--- src/rtl/iram_loader_if.sv ---
// Byte-stream input and IRAM write port of the instruction-RAM loader.
// Latency: none (wires only).
// Backpressure: in_valid/in_ready handshake on the byte stream; the IRAM port has none.
interface iram_loader_if #(
    parameter int AW = 8
) ();
    logic [7:0]    in_data;
    logic          in_valid;
    logic          in_ready;
    logic          iram_we;
    logic [AW-1:0] iram_addr;
    logic [7:0]    iram_wdata;

    // Loader side: consumes bytes, drives the IRAM write port.
    modport slave (
        input  in_data,
        input  in_valid,
        output in_ready,
        output iram_we,
        output iram_addr,
        output iram_wdata
    );

    // Environment side: byte source and IRAM.
    modport master (
        output in_data,
        output in_valid,
        input  in_ready,
        input  iram_we,
        input  iram_addr,
        input  iram_wdata
    );
endinterface

--- src/rtl/iram_loader.sv ---
// Loads a framed program image (LEN, opcodes, CSUM) into IRAM, holding the processor until a good checksum.
// Latency: an opcode accepted at edge k is written during cycle k+1; done/err appear the cycle after CSUM.
// Backpressure: in_ready is registered from state; low in IDLE, DONE and ERR so no byte is consumed there.
module iram_loader #(
    parameter int DEPTH = 121,
    parameter int AW    = 8
) (
    input  logic          clk,
    input  logic          rst,
    input  logic          start,
    iram_loader_if.slave  bus,
    output logic          proc_hold,
    output logic          done,
    output logic          err
);

    typedef enum logic [2:0] {
        ST_IDLE = 3'd0,
        ST_LEN  = 3'd1,
        ST_DATA = 3'd2,
        ST_CSUM = 3'd3,
        ST_DONE = 3'd4,
        ST_ERR  = 3'd5
    } state_t;

    // Largest legal LEN byte; the frame length field is a single byte.
    localparam logic [7:0] MAX_LEN = 8'(DEPTH);

    state_t        state_q,      state_d;
    logic [AW-1:0] len_q,        len_d;
    logic [7:0]    sum_q,        sum_d;
    logic [AW-1:0] wptr_q,       wptr_d;
    logic          in_ready_q,   in_ready_d;
    logic          iram_we_q,    iram_we_d;
    logic [AW-1:0] iram_addr_q,  iram_addr_d;
    logic [7:0]    iram_wdata_q, iram_wdata_d;
    logic          proc_hold_q,  proc_hold_d;
    logic          done_q,       done_d;
    logic          err_q,        err_d;

    logic          accept;
    logic [7:0]    csum_total;

    assign accept     = bus.in_valid & in_ready_q;
    assign csum_total = sum_q + bus.in_data;

    // Next-state, datapath and registered-output computation.
    always_comb begin
        state_d      = state_q;
        len_d        = len_q;
        sum_d        = sum_q;
        wptr_d       = wptr_q;
        iram_we_d    = 1'b0;
        iram_addr_d  = iram_addr_q;
        iram_wdata_d = iram_wdata_q;

        case (state_q)
            ST_IDLE: begin
                if (start) begin
                    state_d = ST_LEN;
                end
            end
            ST_LEN: begin
                if (accept) begin
                    if ((bus.in_data == 8'd0) || (bus.in_data > MAX_LEN)) begin
                        state_d = ST_ERR;
                    end else begin
                        len_d   = AW'(bus.in_data);
                        sum_d   = bus.in_data;
                        wptr_d  = '0;
                        state_d = ST_DATA;
                    end
                end
            end
            ST_DATA: begin
                if (accept) begin
                    iram_we_d    = 1'b1;
                    iram_addr_d  = wptr_q;
                    iram_wdata_d = bus.in_data;
                    sum_d        = csum_total;
                    wptr_d       = wptr_q + AW'(1);
                    // Last opcode of the frame: the next byte is the checksum.
                    if (wptr_q == (len_q - AW'(1))) begin
                        state_d = ST_CSUM;
                    end
                end
            end
            ST_CSUM: begin
                if (accept) begin
                    state_d = (csum_total == 8'd0) ? ST_DONE : ST_ERR;
                end
            end
            ST_DONE: begin
                state_d = ST_IDLE;
            end
            ST_ERR: begin
                if (start) begin
                    state_d = ST_LEN;
                end
            end
            default: begin
                state_d = ST_IDLE;
            end
        endcase

        // Status outputs are registered decodes of the state being entered,
        // so they line up with the state they describe.
        in_ready_d  = (state_d == ST_LEN) || (state_d == ST_DATA) || (state_d == ST_CSUM);
        proc_hold_d = (state_d == ST_LEN) || (state_d == ST_DATA) ||
                      (state_d == ST_CSUM) || (state_d == ST_ERR);
        done_d      = (state_d == ST_DONE);
        err_d       = (state_d == ST_ERR);
    end

    // State and output registers with synchronous reset; reset aborts any load in flight.
    always_ff @(posedge clk) begin
        if (rst) begin
            state_q      <= ST_IDLE;
            len_q        <= '0;
            sum_q        <= '0;
            wptr_q       <= '0;
            in_ready_q   <= 1'b0;
            iram_we_q    <= 1'b0;
            iram_addr_q  <= '0;
            iram_wdata_q <= '0;
            proc_hold_q  <= 1'b0;
            done_q       <= 1'b0;
            err_q        <= 1'b0;
        end else begin
            state_q      <= state_d;
            len_q        <= len_d;
            sum_q        <= sum_d;
            wptr_q       <= wptr_d;
            in_ready_q   <= in_ready_d;
            iram_we_q    <= iram_we_d;
            iram_addr_q  <= iram_addr_d;
            iram_wdata_q <= iram_wdata_d;
            proc_hold_q  <= proc_hold_d;
            done_q       <= done_d;
            err_q        <= err_d;
        end
    end

    assign bus.in_ready   = in_ready_q;
    assign bus.iram_we    = iram_we_q;
    assign bus.iram_addr  = iram_addr_q;
    assign bus.iram_wdata = iram_wdata_q;
    assign proc_hold      = proc_hold_q;
    assign done           = done_q;
    assign err            = err_q;

endmodule

--- src/flat_wrapper.sv ---
// flat-port wrapper written by rule: the top's interface ports become plain ports
module iram_loader_flat 
#(
    parameter int DEPTH = 121,
    parameter int AW    = 8
)
  (clk, rst, start, proc_hold, done, err, bus_in_data, bus_in_valid, bus_in_ready, bus_iram_we, bus_iram_addr, bus_iram_wdata);
  iram_loader_if #(.AW(AW)) bus_i ();
  input  logic clk;
  input  logic rst;
  input  logic start;
  output logic proc_hold;
  output logic done;
  output logic err;
  input wire logic [$bits(bus_i.in_data)-1:0] bus_in_data;
  input wire logic [$bits(bus_i.in_valid)-1:0] bus_in_valid;
  output wire logic [$bits(bus_i.in_ready)-1:0] bus_in_ready;
  output wire logic [$bits(bus_i.iram_we)-1:0] bus_iram_we;
  output wire logic [$bits(bus_i.iram_addr)-1:0] bus_iram_addr;
  output wire logic [$bits(bus_i.iram_wdata)-1:0] bus_iram_wdata;
  assign bus_i.in_data = bus_in_data;
  assign bus_i.in_valid = bus_in_valid;
  assign bus_in_ready = bus_i.in_ready;
  assign bus_iram_we = bus_i.iram_we;
  assign bus_iram_addr = bus_i.iram_addr;
  assign bus_iram_wdata = bus_i.iram_wdata;
  iram_loader #(.DEPTH(DEPTH), .AW(AW)) u_core (.clk(clk), .rst(rst), .start(start), .bus(bus_i), .proc_hold(proc_hold), .done(done), .err(err));
endmodule
--- config.mk ---
export PLATFORM = sky130hd
export DESIGN_NAME = iram_loader_flat
export DESIGN_NICKNAME = d
export VERILOG_FILES = /design/src/rtl/iram_loader_if.sv /design/src/rtl/iram_loader.sv /design/src/flat_wrapper.sv
export SDC_FILE = /design/constraint.sdc
export NUM_CORES = 1
export LEC_CHECK = 0
export BUFFER_PORTS_ARGS = -buffer_cell sky130_fd_sc_hd__buf_2
export CAP_MARGIN = 20
export CORE_MARGIN = 10
export CORE_UTILIZATION = 27
export CTS_BUF_LIST = sky130_fd_sc_hd__clkbuf_4 sky130_fd_sc_hd__clkbuf_8 sky130_fd_sc_hd__clkbuf_16
export DETAILED_ROUTE_END_ITERATION = 10
export GPL_TIMING_DRIVEN = 0
export SLEW_MARGIN = 0
export SYNTH_ARGS = -nofsm -noshare
export SYNTH_HDL_FRONTEND = slang
export SYNTH_SLANG_ARGS = --single-unit
--- constraint.sdc ---
create_clock -name clk -period 2.1 [get_ports clk]
set_input_delay 0.42 -clock clk [delete_from_list [all_inputs] [get_ports clk]]
set_output_delay 0.42 -clock clk [all_outputs]
set_load 0.05 [all_outputs]
Yosys cells after proc, flatten, opt, wreduce, memory -nomap -nowiden
Index checks and enable logic that the tools add are counted.
{ "word_totals": {"regBits": 48, "out_inout_bits": 21, "elab_cells": 61} }
{ "classes": {"addsub": 3, "magnitude_cmp": 1, "n_eq_ne": 13, "n_mux": 17, "bitwise": 3, "reduce_logical": 13} }
{ "ops": {"columns": ["cell", "n"], "rows": [
  ["$mux W8", 6],
  ["$pmux W8 S2", 2],
  ["$mux W3", 6],
  ["$logic_not A8 Y1", 2],
  ["$eq A3 B2 Y1 const B", 4],
  ["$pmux W3 S4", 1],
  ["$eq A3 B3 Y1 const B", 3],
  ["$add A8 B1 Y8 const B", 1],
  ["$add A8 B8 Y8", 1],
  ["$eq A8 B8 Y1", 1],
  ["$gt A8 B7 Y1 const B", 1],
  ["$sub A8 B1 Y8 const B", 1],
  ["$eq A3 B1 Y1 const B", 2],
  ["$logic_or A1 B1 Y1", 4],
  ["$ne A2 B1 Y1 const B", 2],
  ["$reduce_and A4 Y1", 1],
  ["$reduce_or A2 Y1", 2],
  ["$logic_not A3 Y1", 1],
  ["$reduce_and A3 Y1", 1],
  ["$mux W1", 2],
  ["$ne A2 B2 Y1 const B", 1],
  ["$not A1 Y1", 2],
  ["$reduce_and A2 Y1", 1],
  ["$reduce_bool A2 Y1", 1],
  ["$and A1 B1 Y1", 1]
]} }

Logic depth before layout (Yosys ltp)
Gate-level depths: netlist of run 1.
{ "depth": {"word_depth": 9, "depth_mapped": 10, "ltp_nobuf": 8} }

Worst setup path before layout of run 1
OpenSTA, ideal clock, no wires.
{ "synth_path": {"kind": "input to register", "start": "input port bus_in_data[0]", "end": "register u_core.proc_hold_q (netlist: u_core.proc_hold)", "arrival_ns": 2.147, "required_ns": 1.968, "slack_ns": -0.179, "stages": 8, "path_buffers": 0, "cell_sequence": "ha_1 > fa_1 > a211oi_1 > nor4_1 > a211o_1 > a21oi_1 > nor3b_1 > a21oi_1"} }
{ "synth_between": {"elab_chain_len": 9, "word_cells_on_any_way": 17} }
{ "synth_lines": {"columns": ["item", "line_no", "rtl"], "rows": [
  ["start, declared", "flat_wrapper.sv:15", "input wire logic [$bits(bus_i.in_data)-1:0] bus_in_data;"],
  ["$add A8 B8 Y8 (tied with other cells)", "iram_loader.sv:45", "assign csum_total = sum_q + bus.in_data;"],
  ["$logic_not A8 Y1 / $logic_or A1 B1 Y1 (equally long branches)", "iram_loader.sv:90, iram_loader.sv:65", null],
  ["$mux W1 / $mux W3 (equally long branches)", "iram_loader.sv:90, iram_loader.sv:65", null],
  ["$mux W3, on equally long branches", "iram_loader.sv:89, iram_loader.sv:64", null],
  ["$pmux W3 S4 (*)", "iram_loader.sv:57", "case (state_q)"],
  ["$eq A3 B1 Y1 / $eq A3 B2 Y1 (equally long branches)", "iram_loader.sv:109", "proc_hold_d = (state_d == ST_LEN) || (state_d == ST_DATA) ||"],
  ["$logic_or A1 B1 Y1 (2 in series)", "iram_loader.sv:109", null],
  ["$logic_or A1 B1 Y1 (*)", "iram_loader.sv:110", "(state_d == ST_CSUM) || (state_d == ST_ERR);"],
  ["end signal, assigned", "iram_loader.sv:138", "proc_hold_q <= proc_hold_d;"],
  ["end, declared", "iram_loader.sv:37", "logic proc_hold_q, proc_hold_d;"]
]} }
Mark *: on every way between the ends. The rest lies on a longest branch, timed or not.
A chain may end at the register's enable or synchronous reset.

Worst setup path in the final report of run 1
{ "layout_path": {"start": "register u_core.sum_q[0]", "end": "register u_core.proc_hold_q (netlist: u_core.proc_hold)"} }
{ "layout_between": {"elab_chain_len": 9, "word_cells_on_any_way": 12} }
{ "layout_lines": {"columns": ["item", "line_no", "rtl"], "rows": [
  ["start, declared", "iram_loader.sv:31", "logic [7:0] sum_q, sum_d;"],
  ["start signal, assigned", "iram_loader.sv:132", "sum_q <= sum_d;"],
  ["$add A8 B8 Y8 (*)", "iram_loader.sv:45", null],
  ["$logic_not A8 Y1 (*)", "iram_loader.sv:90", "state_d = (csum_total == 8'd0) ? ST_DONE : ST_ERR;"],
  ["$mux W1 (*)", "iram_loader.sv:90", null],
  ["$mux W3 (*)", "iram_loader.sv:89", "if (accept) begin"],
  ["$pmux W3 S4 (*)", "iram_loader.sv:57", null],
  ["$eq A3 B1 Y1 / $eq A3 B2 Y1 (equally long branches)", "iram_loader.sv:109", null],
  ["$logic_or A1 B1 Y1 (2 in series)", "iram_loader.sv:109", null],
  ["$logic_or A1 B1 Y1 (*)", "iram_loader.sv:110", null]
]} }
Marked as above.

==> out/results.txt, run 1 <==
Status = finished with violations
Failing checks = negative setup slack
Register area = 967.2 µm²
Sequential share of the synthesized area = 37.65%
Post-synthesis cell type count = 54
Final worst path period need = 2.119 ns
Final Cycle Share = 100.9%
Worst path top cell family by delay = compound AO/OA/AOI/OAI gates
Power Dens Cells = 585.4 mW/mm²
Initial antenna violation count = 0
Post-synthesis cell area = 0.002552 mm²
Synth Area in Compound Gates = 20.25%
Total internal power = 0.001348 W
Die height = 117.2 µm
Largest family of logic cells by synthesized area = simple AND/OR/NAND/NOR gates
Dominant synthesized flop cell = dfxtp_1
Slew @ Worst Pin = 0.6025 ns
Setup crit start kind = register
Number of flops mapped to enable cells by yosys = 0
# setup viols final = 3
Largest net degree at the start of global routing = 16
Clock root cell = clkbuf_8
First-pass GRT wire length = 11.39 mm
Max Fanout on Critical Path = 4
Post-synthesis xor/xnor area fraction = 5.490%
Synth area leader = dfxtp_1
RSZ-0062 raised after global routing = yes
Cts bufs inserted = 5
Skew final = 0.008768 ns
R2R Path Start = u_core.sum_q[0]
Mapped Cells = 321
Fin nets = 381
MaxCap Viol Count = 0
Multi-input logic area = 0.001584 mm²
Fillers = 993
Final Max Tran Viols = 0
Maximum VDD drop = 0.2717 mV
Pre-CTS setup slack = -0.3950 ns
CTS tree = yes
Hold Crit Class = in2reg
Cell with the largest stage delay on the worst path = fa_2
HPWL after DPL = 5.263 mm
Dpl cell area = 0.002902 mm²
Core Box Area = 0.009240 mm²
IO buf count = 32
Vias post-DR = 2,375
Worst Min Path Start = bus_in_data[7]
Yosys warnings = 0
Initial core utilization = 27.62%
Final Core Density = 33.55%
Clk pwr share = 37.4%
Crit-path max cell delay = 0.37 ns
Peak Freq = 0.4719 GHz
Clock Tree Buf Depth = 2
Simple-gate area share of the yosys netlist = 26.23%
Vias in the first global route = 2,284
Worst path most repeated cell = a21oi_2
Adder-Cell Fraction of Synth Area = 5.196%
Row count = 35
GRT Overall Usage = 10.33%
H-tree levels = 2
Dpl cells = 482
Syn_nets = 343
Critical path capture point type = register
Vias/cell = 4.857
Arr. time, crit path = 2.30 ns
Drt wl/cell = 14.26 µm
Hold Slack = 0.3958 ns
WL final = 6.973 mm
Logic gate share of total power = 11.2%
Synth top area share = 37.65%
Worst path buffer plus inverter count = 0
Critical Path, Cell by Cell = ha_4 > fa_2 > a211oi_4 > nor4_2 > a211o_1 > a21oi_2 > nor3b_4 > a21oi_2
Syn Area/Cell = 7.952 µm²
Slew HR = 59.83%
Clk sinks = 48
Antenna diodes = 0
Clk Latency, worst-skew pair = 0.31 ns
IO Count = 33
Final worst slack = -0.01906 ns
Drt pass-1 iters = 4
FF+latch count, synth = 48
Hold Violations, Final = 0
Layout cells sized above 1 = 20.83%
Grt ovf = 0
Die Area = 0.01374 mm²
Worst Path Required = 2.28 ns
Clock-pin slew on the worst setup and hold paths = 0.10 ns
Leak Pwr = 1.192 nW
Final Instance Area = 0.003100 mm²
Critical path type = reg2reg
Final cell count without fillers = 489
Synthesis-to-finish area growth = 21.47%
Register share of total power = 51.4%
P_sw = 0.0004672 W
Die width = 117.2 µm
Switching share of power = 25.74%
FFs w/ async S/R, synth = 0%
Post-DRT Antenna Nets = 0
Synth top area cells = dfxtp_1 (38%), nand2_1 (10%), a21oi_1 (8.4%), ha_1 (4.4%), xnor2_1 (3.4%)
Final GP Congestion = 0.8002
Multiplexer share of the synthesized area = 0.7843%
Initial drt markers = 166
DRC = 0
Critical path startpoint = u_core.sum_q[0]
-- kinds of logic (layout without fill, tap and decap cells) --
kind of cell,Yosys count,after routing
XOR/XNOR,16,16
buffers and inverters,24,63
multiplexers,2,2
adder cells (fa/ha/maj),10,10
flip-flops,48,48
AO/OA/AOI/OAI,82,82
AND/OR/NAND/NOR,139,139
-- Yosys cell counts, drive strengths merged (2+ instances only) --
master,count
nand2,68
dfxtp,48
a21oi,44
nor2,22
clkbuf,10
xnor2,10
ha,9
nor3,9
nand2b,8
a211oi,7
buf,7
inv,7
o21ai,7
xor2,6
a311oi,5
nand3,5
and3,4
nor4,3
o31ai,3
a21o,2
a31oi,2
a41oi,2
and2,2
and4,2
mux2i,2
nand3b,2
nand4,2
o21bai,2
or2,2
or3,2
or3b,2
or4,2
-- power groups by stage --
stage | Sequential, W | Combinational (W) | Clock, W
6_report | 0.000932 | 0.000204 | 0.000679
5_1_grt | 0.000934 | 0.000225 | 0.000728
4_1_cts | 0.000933 | 0.000193 | 0.000692
3_5_place_dp | 0.000953 | 0.000188 | 0
3_3_place_gp | 0.000953 | 0.000185 | 0
2_1_floorplan | 0.000967 | 0.000112 | 0
-- flip-flops by register name (all words and copies together) (netlist names) --
register,flops
u_core.bus.iram_addr,8
u_core.bus.iram_wdata,8
u_core.len_q,8
u_core.sum_q,8
u_core.wptr_q,8
u_core.state_q,3
u_core.bus.in_ready,1
u_core.bus.iram_we,1
u_core.done,1
u_core.err,1
u_core.proc_hold,1
-- per-layer routing --
metal	global-route usage, %	vias up	share of wire [%]
met4	3.624	0	1.6
met3	1.784	10	3.2
li1	-	1205	-
met1	12.85	1123	47
met5	0	-	0
met2	17.50	37	48
-- final timing paths --
check | slack [ns] | to | cells after the start
min reg2reg | 0.46 | u_core.bus.iram_addr[5] | 2
max | -0.02 | u_core.proc_hold | 8
max reg2reg | -0.02 | u_core.proc_hold | 8
min | 0.40 | u_core.bus.iram_wdata[7] | 3
-- worst reg2reg max path, delay by kind of cell (launching register included) --
kind            cells  cell delay (ns)
compound gates      4             0.81
fa+ha+maj           2             0.53
flops               1             0.34
simple gates        2             0.30
-- placed cells by master (no fill, tap or decap), types with 3 or more instances in the layout --
cell | netlist | routed
nand3_1 | 5 | 4
nor2_1 | 21 | 21
inv_1 | 7 | 7
buf_2 | 3 | 35
a311oi_1 | 5 | 5
buf_4 | 1 | 3
o31ai_1 | 3 | 3
a211oi_1 | 7 | 5
ha_1 | 9 | 8
clkbuf_8 | 0 | 5
xnor2_1 | 10 | 9
xor2_1 | 6 | 6
clkbuf_1 | 10 | 8
and3_1 | 4 | 4
nor3_1 | 8 | 7
nand2_1 | 68 | 68
dfxtp_1 | 48 | 45
a21oi_1 | 43 | 39
nand2b_1 | 8 | 8
o21ai_0 | 6 | 6
a21oi_2 | 1 | 5
-- timing repair --
action / CTS / global route
resized for setup: 7 / 11
endpoints found under the setup margin: 14 / 14
setup buffers: 1 / 1
pin swaps: 4 / 8
hold buffers: 0 / 0
-- layout make-up --
type,instances,share of cell area (%)
tap,129,5.206
buffer,14,2.421
sequential,48,31.19
inverter,7,0.8475
timing repair buffer,34,5.650
clock buffer,5,2.220
multi-input combinational,249,51.09
clock inverter,3,1.372
-- stage by stage --
step / setup TNS [ns] / total power [W]
global placement: -2.704 / 0.001138
floorplan: 0 / 0.001079
CTS: -0.06386 / 0.001818
detailed placement: -2.710 / 0.001141
finish: -0.04848 / 0.001815
global route: -0.4464 / 0.001887
No activity file was read; power rests on OpenSTA's default activity.
==> run 2: changes to the inputs <==
--- a/config.mk
+++ b/config.mk
@@ -12,7 +12,9 @@
 export CTS_BUF_LIST = sky130_fd_sc_hd__clkbuf_4 sky130_fd_sc_hd__clkbuf_8 sky130_fd_sc_hd__clkbuf_16
 export DETAILED_ROUTE_END_ITERATION = 10
 export GPL_TIMING_DRIVEN = 0
+export PLACE_DENSITY = 0.52
 export SLEW_MARGIN = 0
 export SYNTH_ARGS = -nofsm -noshare
 export SYNTH_HDL_FRONTEND = slang
 export SYNTH_SLANG_ARGS = --single-unit
+export TNS_END_PERCENT = 1
==> out/results.txt, run 2 (same netlist as run 1, synthesis figures left out) <==
CTS tree = yes
Vias/cell = 4.833
Slew HR = 62.46%
WL final = 7.209 mm
Critical path capture point type = register
IO buf count = 32
Register area = 967.2 µm²
Vias in the first global route = 2,367
Arr. time, crit path = 2.33 ns
Fin nets = 383
Final GP Congestion = 0.7953
Cts bufs inserted = 5
GRT Overall Usage = 10.75%
Row count = 35
Clk Latency, worst-skew pair = 0.30 ns
IO Count = 33
Initial drt markers = 72
Clock Tree Buf Depth = 2
Leak Pwr = 1.209 nW
Peak Freq = 0.4722 GHz
Final worst slack = -0.01795 ns
Hold Slack = 0.4204 ns
Setup crit start kind = register
Drt wl/cell = 14.68 µm
RSZ-0062 raised after global routing = yes
# setup viols final = 1
Hold Violations, Final = 0
Final Instance Area = 0.003127 mm²
Drt pass-1 iters = 4
Fillers = 997
DRC = 0
Clock root cell = clkbuf_8
Most frequent cells in the layout = nand2_1 (68), dfxtp_1 (45), a21oi_1 (42)
Initial antenna violation count = 0
Power Dens Cells = 624.3 mW/mm²
Layout cells sized above 1 = 20.72%
Maximum VDD drop = 0.4294 mV
Skew final = 0.009974 ns
Final worst path period need = 2.118 ns
Final Core Density = 33.84%
Hold Crit Class = in2reg
CTS Hold Bufs = 0
Antenna diodes = 0
Multi-input logic area = 0.001573 mm²
Die width = 117.2 µm
Dpl cell area = 0.002902 mm²
Worst Path Required = 2.31 ns
Critical path type = reg2reg
First-pass GRT wire length = 11.73 mm
Vias post-DR = 2,373
Max Fanout on Critical Path = 5
Die Area = 0.01374 mm²
HPWL after DPL = 5.447 mm
Commonest non-fill, non-tap cell in the layout = nand2_1
Core Box Area = 0.009240 mm²
Clk sinks = 48
Status = finished with violations
Clock-pin slew on the worst setup and hold paths = 0.10 ns
Final Max Tran Viols = 0
Initial core utilization = 27.62%
Largest net degree at the start of global routing = 17
Final Cycle Share = 100.9%
Failing checks = negative setup slack
Slew @ Worst Pin = 0.5631 ns
Synthesis-to-finish area growth = 22.50%
Die height = 117.2 µm
H-tree levels = 2
MaxCap Viol Count = 0
Post-DRT Antenna Nets = 0
Grt ovf = 0
run 2: cell types whose count changed in the layout (fill, tap and decap cells not counted), sizes merged:
cell,before,now
buf,40,41
clkinv,1,0
clkinvlp,1,0
bufinv,1,2
inv,7,8
clkbuf,13,14
run 2: report_power, final:
| group | switching (W) | total [W] | internal [W] |
|---|---|---|---|
| combinational | 0.000129 | 0.000203 | 0.0000738 |
| clock | 0.000338 | 0.000818 | 0.000480 |
| sequential | 0.0000108 | 0.000932 | 0.000921 |
run 2: stage by stage:
step / worst slack [ns] / total power [W] / setup TNS, ns / instances
final: -0.01795 / 0.001952 / -0.01795 / 491
after global routing: -0.1211 / 0.002022 / -0.7735 / 491
after CTS: 0.0004812 / 0.001969 / 0 / 490
after detailed placement: -0.5515 / 0.001143 / -2.481 / 482
after global placement: -0.4947 / 0.001141 / -2.431 / 482
after floorplan: 0.02868 / 0.001079 / 0 / 321
run 2: what timing repair did:
item                       4_1_cts  5_1_grt
resized for setup               12        4
buffers inserted                 2        1
pin swaps                        4        6
setup endpoints to repair       10       15
run 2: worst paths after layout:
kind,startpoint,to,slack [ns],depth (start not counted)
max,u_core.sum_q[0],u_core.done,-0.02,8
min,bus_in_data[7],u_core.bus.iram_wdata[7],0.42,3
max reg2reg,u_core.sum_q[0],u_core.done,-0.02,8
min reg2reg,u_core.bus.iram_addr[2],u_core.bus.iram_addr[2],0.46,2
run 2: metal layers:
metal / up-vias / track usage, % / part of all wire, %
met4: 0 / 3.295 / 1.2
met2: 37 / 17.84 / 46
met5: - / 0 / 0
met3: 7 / 2.497 / 3.1
li1: 1204 / - / -
met1: 1125 / 13.48 / 49
run 2: worst max-delay path: stages (launching register included):
cell and delay, ns:
dfxtp_2 0.34, ha_4 0.16, fa_2 0.41, a211oi_4 0.30
nor2_1 0.08, xor2_1 0.25, nor3_2 0.08, a31o_2 0.24
and3b_1 0.17
run 2: cell type report:
class | count | area share, %
multi-input combinational | 249 | 50.30
buffer | 15 | 2.521
sequential | 48 | 30.93
tap | 129 | 5.162
timing repair buffer | 35 | 5.842
clock inverter | 3 | 2.201
inverter | 7 | 0.8403
clock buffer | 5 | 2.201
==> run 3: changes to the inputs <==
--- a/config.mk
+++ b/config.mk
@@ -7,12 +7,14 @@
 export LEC_CHECK = 0
 export BUFFER_PORTS_ARGS = -buffer_cell sky130_fd_sc_hd__buf_2
 export CAP_MARGIN = 20
+export CELL_PAD_IN_SITES_DETAIL_PLACEMENT = 2
+export CELL_PAD_IN_SITES_GLOBAL_PLACEMENT = 2
 export CORE_MARGIN = 10
 export CORE_UTILIZATION = 27
 export CTS_BUF_LIST = sky130_fd_sc_hd__clkbuf_4 sky130_fd_sc_hd__clkbuf_8 sky130_fd_sc_hd__clkbuf_16
 export DETAILED_ROUTE_END_ITERATION = 10
 export GPL_TIMING_DRIVEN = 0
-export PLACE_DENSITY = 0.52
+export PLACE_DENSITY = 0.75
 export SLEW_MARGIN = 0
 export SYNTH_ARGS = -nofsm -noshare
 export SYNTH_HDL_FRONTEND = slang
==> out/results.txt, run 3 (same netlist as run 1, synthesis figures left out) <==
Slew @ Worst Pin = 0.5630 ns
Antenna diodes = 0
Critical path type = reg2reg
Synthesis-to-finish area growth = 21.91%
Initial drt markers = 69
# setup viols final = 3
WL final = 8.625 mm
R2r worst-path depth = 8
Slew HR = 62.46%
Dpl cell area = 0.002902 mm²
Layout cells sized above 1 = 21.23%
Final cell count without fillers = 487
First-pass GRT wire length = 14.29 mm
Power Dens Cells = 635.2 mW/mm²
Worst Hold End = u_core.bus.iram_wdata[7]
Maximum VDD drop = 0.2585 mV
Fin nets = 379
Hold Violations, Final = 0
Grt ovf = 0
Arr. time, crit path = 2.35 ns
Register area = 968.4 µm²
Die width = 117.2 µm
Vias in the first global route = 2,671
Multi-input logic area = 0.001578 mm²
CTS Hold Bufs = 0
Peak Freq = 0.4674 GHz
Drt wl/cell = 17.71 µm
GRT Overall Usage = 13.18%
Final Instance Area = 0.003112 mm²
Clock-pin slew on the worst setup and hold paths = 0.09 ns
Die Area = 0.01374 mm²
H-tree levels = 2
Row count = 35
Post-DRT Antenna Nets = 0
Commonest non-fill, non-tap cell in the layout = nand2_1
Most frequent cells in the layout = nand2_1 (68), dfxtp_1 (44), a21oi_1 (41)
Hold Crit Class = in2reg
Hold Crit Depth = 3
Final Cycle Share = 101.9%
Max Fanout on Critical Path = 5
Final Core Density = 33.68%
Initial antenna violation count = 0
Fillers = 1,077
IO Count = 33
Worst Path Required = 2.31 ns
Failing checks = negative setup slack
RSZ-0062 raised after global routing = yes
Core Box Area = 0.009240 mm²
Dpl cells = 482
Worst Min Path Start = bus_in_data[7]
Final GP Congestion = 0.7528
Reg2Reg Setup Slack = -0.04 ns
Die height = 117.2 µm
Setup crit start kind = register
Clk Latency, worst-skew pair = 0.31 ns
Clock root cell = clkbuf_8
Skew final = 0.009884 ns
Leak Pwr = 1.199 nW
Vias/cell = 5.064
R2R Path End = u_core.done
Status = finished with violations
Clock Tree Buf Depth = 2
HPWL after DPL = 6.518 mm
Vias post-DR = 2,466
Critical path capture point type = register
R2R Path Start = u_core.sum_q[0]
Drt pass-1 iters = 4
Clk sinks = 48
CTS tree = yes
Largest net degree at the start of global routing = 17
Final Max Tran Viols = 0
DRC = 0
MaxCap Viol Count = 0
IO buf count = 32
Cts bufs inserted = 5
Final worst path period need = 2.139 ns
Initial core utilization = 27.62%
Final worst slack = -0.03942 ns
-- run 3: cell types whose count changed in the layout (fill, tap and decap cells not counted), sizes merged --
cell    previous run  this run
clkbuf            14        12
buf               41        39
-- run 3: where the power goes --
part	switching [W]	leakage, nW	internal (W)
clock	0.000352	0.0687	0.000480
sequential	0.0000113	0.390	0.000921
combinational	0.000139	0.740	0.0000734
total	0.000502	1.20	0.00147
-- run 3: per-layer routing --
layer / track usage (%) / part of all wire, %
met5: 0 / 0
met4: 3.542 / 1.3
met3: 2.345 / 2.8
met2: 22.23 / 48
met1: 16.83 / 48
-- run 3: through the flow --
stage                     setup TNS (ns)  worst slack [ns]  hold slack [ns]  total power, W
final                           -0.06917          -0.03942           0.3974        0.001977
after global placement            -3.699           -0.5818           0.4424        0.001145
after detailed placement          -4.162           -0.5670           0.4500        0.001153
after floorplan                        0           0.02868           0.4356        0.001079
after CTS                       -0.02838          -0.02838           0.3997        0.001996
after global routing             -0.7687           -0.1689           0.4108        0.002053
-- run 3: cell type report --
class | count | share of cell area (%)
Clock inverter | 3 | 2.212
Tap cell | 129 | 5.187
Inverter | 7 | 0.8444
Clock buffer | 5 | 2.212
Multi-Input combinational cell | 249 | 50.70
Timing Repair Buffer | 33 | 5.388
Buffer | 13 | 2.332
Sequential cell | 48 | 31.12
-- run 3: what timing repair did --
| action | in CTS | in global routing |
|---|---|---|
| setup endpoints to repair | 15 | 24 |
| buffers inserted | 1 | 0 |
| resized for setup | 15 | 6 |
| pin swaps | 6 | 3 |
-- run 3: worst max path at each step --
stage                     depth (start not counted)                to       startpoint
after detailed placement                         10       u_core.done  u_core.len_q[0]
final                                             8       u_core.done  u_core.sum_q[0]
after CTS                                         8       u_core.done  u_core.sum_q[0]
after global routing                              8       u_core.done  u_core.sum_q[0]
after floorplan                                   8  u_core.proc_hold   bus_in_data[0]
after global placement                           10       u_core.done  u_core.len_q[0]
-- run 3: critical path, cell delays in order, from the launching register on --
cell and delay (ns):
dfxtp_2 0.34, ha_4 0.16, fa_2 0.39, a211oi_4 0.30
nor2_1 0.09, xor2_1 0.25, nor3_2 0.09, a31o_2 0.25
and3b_1 0.17
